### src/rtl/tdm_demux4_pkg.sv
// rtl/tdm_demux4_pkg.sv - shared constants and state encoding for the four-slot TDM demultiplexer
package tdm_demux4_pkg;

  localparam int SLOT_W = 2;
  localparam int NUM_CH = 4;

  typedef enum logic {
    ST_HUNT   = 1'b0,
    ST_LOCKED = 1'b1
  } state_e;

endpackage

### src/rtl/tdm_demux4.sv
// rtl/tdm_demux4.sv - four-slot TDM demultiplexer with frame-lock FSM
// Distributes a frame-sync tagged sample stream into four held channel registers.
module tdm_demux4
  import tdm_demux4_pkg::*;
#(
  parameter int WIDTH = 8
) (
  input  logic             clk,
  input  logic             rst_n,
  input  logic [WIDTH-1:0] din,
  input  logic             din_valid,
  input  logic             frame_sync,
  output logic [WIDTH-1:0] ch0,
  output logic [WIDTH-1:0] ch1,
  output logic [WIDTH-1:0] ch2,
  output logic [WIDTH-1:0] ch3,
  output logic [3:0]       ch_valid,
  output logic             frame_valid,
  output logic             sync_err,
  output logic             locked
);

  state_e                              state_q, state_d;
  logic [SLOT_W-1:0]                   slot_q, slot_d;
  logic [NUM_CH-1:0][WIDTH-1:0]        ch_q, ch_d;
  logic [NUM_CH-1:0]                   ch_valid_q, ch_valid_d;
  logic                                frame_valid_q, frame_valid_d;
  logic                                sync_err_q, sync_err_d;

  always_comb begin
    state_d       = state_q;
    slot_d        = slot_q;
    ch_d          = ch_q;
    ch_valid_d    = '0;
    frame_valid_d = 1'b0;
    sync_err_d    = 1'b0;

    if (din_valid) begin
      case (state_q)
        ST_HUNT: begin
          if (frame_sync) begin
            ch_d[0]    = din;
            ch_valid_d = 4'b0001;
            slot_d     = SLOT_W'(1);
            state_d    = ST_LOCKED;
          end
        end
        ST_LOCKED: begin
          if (frame_sync) begin
            // An early sync restarts the frame at slot 0; the partial frame is lost.
            sync_err_d = (slot_q != '0);
            ch_d[0]    = din;
            ch_valid_d = 4'b0001;
            slot_d     = SLOT_W'(1);
          end else if (slot_q == '0) begin
            sync_err_d = 1'b1;
            state_d    = ST_HUNT;
          end else begin
            case (slot_q)
              2'd1: begin
                ch_d[1]    = din;
                ch_valid_d = 4'b0010;
              end
              2'd2: begin
                ch_d[2]    = din;
                ch_valid_d = 4'b0100;
              end
              default: begin
                ch_d[3]       = din;
                ch_valid_d    = 4'b1000;
                frame_valid_d = 1'b1;
              end
            endcase
            slot_d = slot_q + SLOT_W'(1);
          end
        end
        default: state_d = ST_HUNT;
      endcase
    end
  end

  always_ff @(posedge clk) begin
    if (!rst_n) begin
      state_q       <= ST_HUNT;
      slot_q        <= '0;
      ch_q          <= '0;
      ch_valid_q    <= '0;
      frame_valid_q <= 1'b0;
      sync_err_q    <= 1'b0;
    end else begin
      state_q       <= state_d;
      slot_q        <= slot_d;
      ch_q          <= ch_d;
      ch_valid_q    <= ch_valid_d;
      frame_valid_q <= frame_valid_d;
      sync_err_q    <= sync_err_d;
    end
  end

  assign ch0         = ch_q[0];
  assign ch1         = ch_q[1];
  assign ch2         = ch_q[2];
  assign ch3         = ch_q[3];
  assign ch_valid    = ch_valid_q;
  assign frame_valid = frame_valid_q;
  assign sync_err    = sync_err_q;
  assign locked      = (state_q == ST_LOCKED);

endmodule

### config.mk
export PLATFORM = sky130hd
export DESIGN_NAME = tdm_demux4
export DESIGN_NICKNAME = d
export VERILOG_FILES = /design/src/rtl/tdm_demux4_pkg.sv /design/src/rtl/tdm_demux4.sv
export SDC_FILE = /design/constraint.sdc
export NUM_CORES = 1
export LEC_CHECK = 0
export CORE_MARGIN = 2
export CORE_UTILIZATION = 45
export DETAILED_ROUTE_END_ITERATION = 12
export PLACE_DENSITY = 0.86
export SLEW_MARGIN = 20
export SYNTH_ARGS = -nofsm -noshare
export SYNTH_HDL_FRONTEND = slang
export SYNTH_SLANG_ARGS = --single-unit
### constraint.sdc
create_clock -name clk -period 2.6 [get_ports clk]
set_clock_uncertainty 0.1 [all_clocks]
set_input_delay 0.39 -clock clk [delete_from_list [all_inputs] [get_ports clk]]
set_output_delay 0.39 -clock clk [all_outputs]
set_load 0.05 [all_outputs]
==> summary.md, run 1 <==
| Metric | Value |
|---|---|
| Status | `finished, final reports clean` |
| Total number of vias | `approximately 1.3k` |
| Cell Pwr Density | `around 500 mW/mm^2` |
| IO Pins | `between 50 and 60` |
| Worst hold path type | `reg2reg` |
| Clock Path Buffers | `2` |
| Core Area | `0.003337 mm^2` |
| Post-synth cell types | `28` |
| Final Hold Fails | `0` |
| Port bufs | `50` |
| Wire per inst | `between 10 and 15 um` |
| ANT nets after route | `0` |
| Synthesis Warnings | `0` |
| Crit-path cells | `clkdlybuf4s50_1` |
| Final slew viol count | `0` |
| First DRT Iteration DRCs | `87` |
| CP Class | `reg2out` |
| Worst Path Required | `roughly 2.1 ns` |
| Clk pin slew, worst setup/hold paths | `around 0.11 ns` |
| Total GRT Usage | `a little under a fifth` |
| CP peak stage delay | `between 0.8 and 0.9 ns` |
| Seq cells post-synth | `41` |
| Most frequent cells in the layout | `50 x clkdlybuf4s50_1, 42 x nand2_1, 41 x dfxtp_1` |
| Num CTS Buffers | `5` |
| # DRC | `0` |
| Crit start category | `register` |
| Root Buffer | `clkbuf_4` |
| HP Start | `ch3[7]` |
| Worst Hold Slack | `roughly 0.36 ns` |
| Minimum clock period | `approximately 2.3 ns` |
| Die footprint | `0.003966 mm^2` |
| Maxcap violations | `0` |
| Total Power | `between 1 and 1.5 mW` |
| R2r worst-path depth | `7` |
| Critical path buffers and inverters | `1` |
| Initial Util | `between 40% and 50%` |
| Vias per cell | `~4.9` |
| Critical path arrival | `roughly 1.8 ns` |
| Fin crit share | `around 87%` |
| Endpoint class of the critical path | `output pin` |
| RSZ-0062 raised after global routing | `no` |
| Setup TNS | `0 ns` |
| Hold Crit Depth | `2` |
| WHS Endpoint | `ch3[7]` |
| Fmax | `about 440 MHz` |
| Syn Nets | `193` |
| Hold buffer count at cts | `0` |
| Placed cell area | `0.002068 mm^2` |
| Worst skew pair latency | `between 0.3 and 0.4 ns` |
| Final setup fails | `0` |
| CP max FO | `8` |
| Largest net degree at the start of global routing | `22` |
| First-pass GRT wire length | `approximately 5700 um` |
| Ant. Diodes | `0` |
| Mapped Area | `0.001565 mm^2` |
| Avg Inst Size Synth | `a little under 9 um^2` |
| Gr ovfl total | `0` |
| Vias in the first global route | `1200` |
| Post-CTS Setup Inserts | `0` |
| Num Clock Sinks | `41` |
| Fin nets | `between 200 and 250` |
| TritonRoute pass-1 iters | `4` |
| Post-route cell area | `approximately 0.0021 mm^2` |
| Part of the Yosys area used for sequential elements | `between 50% and 60%` |
| Die W | `approximately 63 um` |
| H-tree Lvls | `2` |
| Layout cell share with drive strength beyond 1 | `5.804%` |
| Final Wtd Congestion | `around 0.9` |
| Slowest cell on crit path | `clkdlybuf4s50_1` |
| Commonest non-fill, non-tap cell in the layout | `clkdlybuf4s50_1` |
| Reg-to-reg critical path endpoint | `ch1[7]` |
| Syn Inst Count | `approximately 180` |
| VDD IR-drop max | `between 0.3 and 0.4 mV` |
| Detailed Route WL | `~3500 um` |
| Area Growth Syn to Fin | `35.41%` |
| PnR worst setup slack | `0.3333 ns` |
| Worst Tran Pin Value | `roughly 0.67 ns` |
| Pleak | `between 0.7 and 0.8 nW` |
| Row cnt | `21` |
| Fill count | `301` |
| CP delay by family, top | `buffers and inverters` |
| Antenna violations before repair | `0` |
| Post_cts resized | `0` |
| Reg-to-reg startpoint | `slot_q[0]` |
| Die Ht | `around 63 um` |
| DP Wirelength | `2616 um` |
| Relative slew slack | `around 56%` |
| Reg-to-reg slack, setup | `0.77 ns` |
| Post-placement setup slack | `a little under 0.5 ns` |
| CTS tree | `done` |
worst max path at each step:
stage / startpoint / endpoint / slack [ns] / cells after the start
global placement: din_valid / ch3[6] / 0.57 / 4
finish: locked / locked / 0.33 / 1
floorplan: slot_q[0] / ch1[7] / 0.89 / 8
CTS: locked / locked / 0.32 / 1
global route: locked / locked / 0.25 / 1
detailed placement: frame_sync / ch2[0] / 0.49 / 6
cell usage after synthesis:
library cell  instances  area share (%)
nand4b_1              1            0.56
a211oi_1              1            0.48
buf_6                 2             1.4
o21ai_0              16             5.1
nor2_1                5             1.2
and3_1                2            0.80
clkbuf_2              1            0.32
o21ai_1               1            0.32
clkbuf_1              3            0.72
o31a_1                1            0.56
ha_1                  6             4.8
a21oi_1              16             5.1
inv_1                 5             1.2
buf_1                 1            0.24
buf_4                 3             1.4
nor4_1                1            0.40
nand3_1              16             5.1
nand2_1              42              10
a221oi_2              1            0.96
dfxtp_1              41              52
and4b_1               1            0.64
nor2b_4               1            0.88
nor3_1                1            0.32
buf_2                 1            0.32
and2_1                2            0.80
nor3b_1               1            0.48
nand4_4               2             2.7
and4_1                1            0.56
registers in the layout (all words and copies together), names as in the netlist:
name	cells
ch0	8
ch1	8
ch2	8
ch3	8
ch_valid	4
slot_q	2
frame_valid	1
locked	1
sync_err	1
cell families (layout without fill, tap and decap cells):
group           after synthesis  count (layout)  synth area share [%]
fa+ha+maj                     6               6                 4.796
simple gates                 76              76                 24.54
buf+inv                      16              65                 5.674
compound gates               36              36                 12.55
flops                        41              41                 52.44
layout make-up:
type	count	area, um^2	share of cell area (%)
multi-input combinational	118	655.6	30.93
sequential	41	820.8	38.72
tap	46	57.56	2.715
clock inverter	2	10.01	0.4723
inverter	5	18.77	0.8855
timing repair buffer	52	515.5	24.32
clock buffer	6	41.29	1.948
per-layer routing:
layer | track usage, % | vias to the layer above | share of wire (%)
li1 | - | 684 | -
met1 | 22.97 | 611 | 45
met2 | 29.79 | 35 | 48
met3 | 6.486 | 6 | 5.5
met4 | 6.667 | 0 | 1.4
met5 | 0 | - | 0
metrics by stage:
step                util, %  std cells
finish                63.52        270
CTS                   63.52        270
global placement      61.98        262
floorplan                 -        175
detailed placement    61.98        262
global route          63.52        270
worst register-to-register path, delay by kind of cell, from the launching register on:
| kind | cells | cell delay (ns) |
|---|---|---|
| adders and majority gates | 2 | 0.54 |
| and+or+nand+nor | 2 | 0.41 |
| DFF | 1 | 0.39 |
| buffers and inverters | 2 | 0.18 |
| AOI/OAI and AO/OA | 1 | 0.10 |
report_power, final:
group,internal (mW),switching (mW),total [mW]
logic,0.0444,0.0763,0.121
clock network,0.103,0.189,0.292
registers,0.637,0.00791,0.645
total,0.785,0.273,1.06
No activity file was read; power rests on OpenSTA's default activity.
==> run 2, diff against run 1 <==
CORE_MARGIN = 5   (was 2)
CORE_UTILIZATION = 25   (was 45)
PLACE_DENSITY = 0.57   (was 0.86)
==> summary.md, run 2 (same netlist as run 1, synthesis figures left out) <==
| Metric | Value |
|---|---|
| Status | `finished, final reports clean` |
| Final slew viol count | `0 (unchanged)` |
| Antenna violations before repair | `0 (unchanged)` |
| # DRC | `0 (unchanged)` |
| H-tree Lvls | `2 (unchanged)` |
| Combinational cell fraction of total power | `9.2% (-2.2 points)` |
| Post-layout util | `37.01% (-27 points)` |
| Fin nets | `240 (-0.41%)` |
| Fmax | `447.3 MHz (+1.4%)` |
| Fin crit share | `85.98% (-1.2 points)` |
| DP Wirelength | `2917 um (+11%)` |
| Minimum clock period | `2.236 ns (-0.03114 ns)` |
| Gr ovfl total | `0 (unchanged)` |
| Fin cells | `298 (+10%)` |
| Vias per cell | `4.443 (-10%)` |
| Clk pin slew, worst setup/hold paths | `0.08 ns (-0.03 ns)` |
| Slowest cell on crit path | `clkdlybuf4s50_1` |
| Total number of vias | `1324 (-0.90%)` |
| Worst Tran Pin Value | `0.6677 ns (+0.001009 ns)` |
| IO Pins | `51 (unchanged)` |
| Detailed Route WL | `3941 um (+12%)` |
| Num CTS Buffers | `5 (unchanged)` |
| VDD IR-drop max | `0.2275 mV (-33%)` |
| Port bufs | `50 (unchanged)` |
| Critical path buffers and inverters | `1 (unchanged)` |
| Most frequent cells in the layout | `50 x clkdlybuf4s50_1, 42 x nand2_1, 41 x dfxtp_1` |
| Final setup fails | `0 (unchanged)` |
| NetSw | `307.7 uW (+13%)` |
| Largest net degree at the start of global routing | `27 (+23%)` |
| Post-CTS Setup Inserts | `0 (unchanged)` |
| Relative slew slack | `55.43% (-0.067 points)` |
| Cell count along the critical path | `1 (unchanged)` |
| Final Hold Fails | `0 (unchanged)` |
| Cell Pwr Density | `586.2 mW/mm^2 (+18%)` |
| R2r worst-path depth | `7 (unchanged)` |
| Die footprint | `0.007943 mm^2 (+100%)` |
| RSZ-0062 raised after global routing | `no` |
| Final Wtd Congestion | `0.7439 (-18%)` |
| Commonest non-fill, non-tap cell in the layout | `clkdlybuf4s50_1` |
| Post-Place Cells | `290 (+11%)` |
| First DRT Iteration DRCs | `48 (-45%)` |
| Worst Path Required | `2.11 ns (about the same)` |
| Ant. Diodes | `0 (unchanged)` |
| Hold Crit Depth | `2 (unchanged)` |
| Die Ht | `89.13 um (+42%)` |
| Root Buffer | `clkbuf_8` |
| Clock share of power | `41.2% (+14 points)` |
| Die W | `89.13 um (+42%)` |
| Endpoint class of the critical path | `output pin` |
| Layout cell share with drive strength beyond 1 | `5.830% (+0.026 points)` |
| Maxcap violations | `0 (unchanged)` |
| Internal power | `992.1 uW (+26%)` |
| Worst skew pair latency | `0.29 ns (-0.04 ns)` |
| Core Area | `0.005991 mm^2 (+80%)` |
| Register share of total power | `49.6% (-11 points)` |
| Total GRT Usage | `10.54% (-8.0 points)` |
| CP delay by family, top | `buffers and inverters` |
| First-pass GRT wire length | `6410 um (+12%)` |
| Hold buffer count at cts | `0 (unchanged)` |
| Crit start category | `register` |
| Critical path arrival | `1.75 ns (-0.03 ns)` |
| Wire per inst | `13.22 um (+1.1%)` |
| Num Clock Sinks | `41 (unchanged)` |
| TritonRoute pass-1 iters | `4 (unchanged)` |
| ANT nets after route | `0 (unchanged)` |
| Switch share | `23.67% (-2.1 points)` |
| Area Growth Syn to Fin | `41.65%` |
| CTS tree | `done` |
| CP Class | `reg2out` |
| Worst hold path type | `reg2reg` |
| Row cnt | `28 (+33%)` |
| Setup TNS | `0 ns (unchanged)` |
| Crit-path cells | `clkdlybuf4s50_1` |
| CP peak stage delay | `0.88 ns (about the same)` |
| Initial Util | `26.13% (-21 points)` |
| CP max FO | `8 (unchanged)` |
| Vias in the first global route | `1264 (+5.3%)` |
| Pleak | `0.7963 nW (+2.7%)` |
| Clock Path Buffers | `2 (unchanged)` |
| Post_cts resized | `0 (unchanged)` |
[run 2: cell types whose count changed in the layout (fill, tap and decap cells not counted), sizes merged]
| cell | change |
|---|---|
| clkinv | -2 |
| buf | -1 |
| bufinv | +1 |
| clkinvlp | +1 |
[run 2: worst reg2reg max path, cell delays in order, from the launching register on]
cell and delay (ns):
dfxtp_1 0.38, inv_1 0.11, ha_1 0.29, inv_1 0.08, ha_1 0.27, nand4_4 0.26
nand3_1 0.17, o21ai_0 0.09
[run 2: area by class of cell]
type	instances	area, um^2
multi-input cells	118	655.6
clock buffers	6	82.58
repair buffers	51	508.0
inverters	5	18.77
flip-flops and latches	41	820.8
well taps	75	93.84
clock inverters	2	37.54
fillers	604	3774
[run 2: through the flow]
stage | hold WS, ns | power (mW) | instance area (um^2) | setup WS [ns]
after floorplan | 0.4224 | 0.7325 | 1565 | 0.8925
after global placement | 0.3434 | 0.7789 | 2097 | 0.4480
after detailed placement | 0.3513 | 0.7791 | 2097 | 0.4278
after CTS | 0.3626 | 1.320 | 2217 | 0.3510
after global routing | 0.3834 | 1.353 | 2217 | 0.2979
final | 0.3573 | 1.300 | 2217 | 0.3644
[run 2: per-layer routing]
metal / part of all wire (%) / track usage, %
met4: 1.9 / 4.465
met3: 7.3 / 4.147
met1: 49 / 14.61
met2: 42 / 14.40
met5: 0 / 0
[run 2: worst paths after layout]
kind | slack [ns] | end | startpoint
worst max-delay path | 0.36 | locked | locked
worst min-delay path | 0.36 | ch3[3] | ch3[3]
worst max register to register | 0.75 | ch2[2] | slot_q[0]
worst min register to register | 0.36 | ch3[3] | ch3[3]
[run 2: power by group through the flow]
stage                     Combinational, mW  Clock, mW  Sequential [mW]
after floorplan                      0.0464          0            0.686
after detailed placement              0.120          0            0.659
final                                 0.119      0.536            0.645
after global placement                0.120          0            0.659
after global routing                  0.129      0.578            0.646
after CTS                             0.121      0.555            0.645
==> run 3, diff against run 2 <==
PLACE_DENSITY = 0.53   (was 0.57)
==> summary.md, run 3 (same netlist as run 1, synthesis figures left out) <==
| Metric | Value |
|---|---|
| Status | `finished, final reports clean` |
| Combinational cell fraction of total power | `9.4% (+0.2 points)` |
| Post_cts resized | `0 (unchanged)` |
| Die footprint | `0.007943 mm^2 (unchanged)` |
| Core Area | `0.005991 mm^2 (unchanged)` |
| Final Wtd Congestion | `0.6974 (-6.3%)` |
| First-pass GRT wire length | `6458 um (+0.75%)` |
| Critical path arrival | `1.73 ns (-0.02 ns)` |
| Register share of total power | `50.3% (+0.7 points)` |
| Detailed Route WL | `3978 um (+0.94%)` |
| Wire per inst | `13.30 um (+0.60%)` |
| Layout cell share with drive strength beyond 1 | `6.250% (+0.42 points)` |
| Minimum clock period | `2.217 ns (-0.01853 ns)` |
| Endpoint class of the critical path | `output pin` |
| Vias in the first global route | `1330 (+5.2%)` |
| RSZ-0062 raised after global routing | `no` |
| Most frequent cells in the layout | `50 x clkdlybuf4s50_1, 42 x nand2_1, 41 x dfxtp_1` |
| CP Class | `reg2out` |
| Die W | `89.13 um (unchanged)` |
| Slowest cell on crit path | `clkdlybuf4s50_1` |
| CTS tree | `done` |
| Area Growth Syn to Fin | `41.81%` |
| Initial Util | `26.13% (unchanged)` |
| Root Buffer | `clkbuf_8` |
| Hold buffer count at cts | `0 (unchanged)` |
| Cell Pwr Density | `577.2 mW/mm^2 (-1.5%)` |
| DP Wirelength | `2959 um (+1.5%)` |
| Worst skew pair latency | `0.29 ns (about the same)` |
| Top Metal Used | `met4` |
| First DRT Iteration DRCs | `63 (+31%)` |
| Clock share of power | `40.3% (-0.9 points)` |
| Clk pin slew, worst setup/hold paths | `0.08 ns (about the same)` |
| Largest net degree at the start of global routing | `22 (-19%)` |
| Final setup fails | `0 (unchanged)` |
| Gr ovfl total | `0 (unchanged)` |
| Reg-to-reg slack, setup | `0.74 ns (about the same)` |
| Final slew viol count | `0 (unchanged)` |
| Fin crit share | `85.27% (-0.71 points)` |
| CP peak stage delay | `0.88 ns (about the same)` |
| Die Ht | `89.13 um (unchanged)` |
| CP delay by family, top | `buffers and inverters` |
| Fin nets | `241 (+0.42%)` |
| Maxcap violations | `0 (unchanged)` |
| Pleak | `0.7980 nW (+0.22%)` |
| Met2 wire len | `1926 um (+18%)` |
| # DRC | `0 (unchanged)` |
| Relative slew slack | `54.02% (-1.4 points)` |
| Internal power | `968.1 uW (-2.4%)` |
| Worst hold path type | `reg2reg` |
| H-tree Lvls | `2 (unchanged)` |
| Commonest non-fill, non-tap cell in the layout | `clkdlybuf4s50_1` |
| Worst Tran Pin Value | `0.6890 ns (+0.02123 ns)` |
| Num CTS Buffers | `5 (unchanged)` |
| Port bufs | `50 (unchanged)` |
| Total GRT Usage | `10.53% (-0.011 points)` |
| Row cnt | `28 (unchanged)` |
| Total Power | `1.281 mW (-1.4%)` |
| Fmax | `451.0 MHz (+0.84%)` |
| Switch share | `24.44% (+0.76 points)` |
| Clock Path Buffers | `2 (unchanged)` |
| M1 WL | `1708 um (-12%)` |
| Final Hold Fails | `0 (unchanged)` |
| CP max FO | `8 (unchanged)` |
| Vias per cell | `4.462 (+0.42%)` |
| Crit start category | `register` |
| Antenna violations before repair | `0 (unchanged)` |
| Critical path buffers and inverters | `1 (unchanged)` |
| Post-CTS Setup Inserts | `0 (unchanged)` |
| TritonRoute pass-1 iters | `5 (+1)` |
| Ant. Diodes | `0 (unchanged)` |
| NetSw | `313.1 uW (+1.8%)` |
| Total number of vias | `1334 (+0.76%)` |
| Crit-path cells | `clkdlybuf4s50_1` |
| IO Pins | `51 (unchanged)` |
| Worst Path Required | `2.11 ns (about the same)` |
| Setup TNS | `0 ns (unchanged)` |
| VDD IR-drop max | `0.2334 mV (+2.6%)` |
| Num Clock Sinks | `41 (unchanged)` |
| ANT nets after route | `0 (unchanged)` |
| Met3 Wirelength | `299 um (+4.2%)` |
[run 3: power by group through the flow]
stage	Combinational [mW]	Clock, mW	Sequential (mW)
final	0.120	0.516	0.644
after global routing	0.131	0.566	0.646
after CTS	0.123	0.535	0.645
after detailed placement	0.122	0	0.660
after global placement	0.122	0	0.659
after floorplan	0.0464	0	0.686
[run 3: final cells by class]
cell class              instances  area, um^2
repair buffers                 52       515.5
clock buffers                   5       68.82
clock inverters                 3       46.29
flip-flops and latches         41       820.8
well taps                      75       93.84
multi-input cells             118       655.6
fillers                       626        3771
inverters                       5       18.77
[run 3: per-layer routing]
| metal | track usage, % | up-vias |
|---|---|---|
| met2 | 17.41 | 32 |
| met4 | 3.654 | 0 |
| met3 | 3.318 | 5 |
| li1 | - | 685 |
| met1 | 12.90 | 612 |
| met5 | 0 | - |
[run 3: stage by stage]
stage | instances | utilization (%) | hold slack, ns | setup WS (ns) | instance area [um^2]
2_1_floorplan | 175 | - | 0.4224 | 0.8925 | 1565
3_3_place_gp | 291 | 35.13 | 0.3432 | 0.4421 | 2105
3_5_place_dp | 291 | 35.13 | 0.3491 | 0.4294 | 2105
4_1_cts | 299 | 37.05 | 0.3610 | 0.3588 | 2220
5_1_grt | 299 | 37.05 | 0.3858 | 0.2896 | 2220
6_report | 299 | 37.05 | 0.3591 | 0.3829 | 2220
[run 3: worst paths after layout]
path,start,endpoint,depth (start not counted)
max,locked,locked,1
min,ch3[4],ch3[4],2
max reg2reg,slot_q[0],ch1[1],7
min reg2reg,ch3[4],ch3[4],2
[run 3: worst reg2reg max path, cell delays in order, from the launching register on]
cell,delay (ns)
dfxtp_1,0.39
inv_1,0.11
ha_1,0.28
inv_1,0.08
ha_1,0.27
nand4_4,0.27
nand3_1,0.17
o21ai_0,0.09
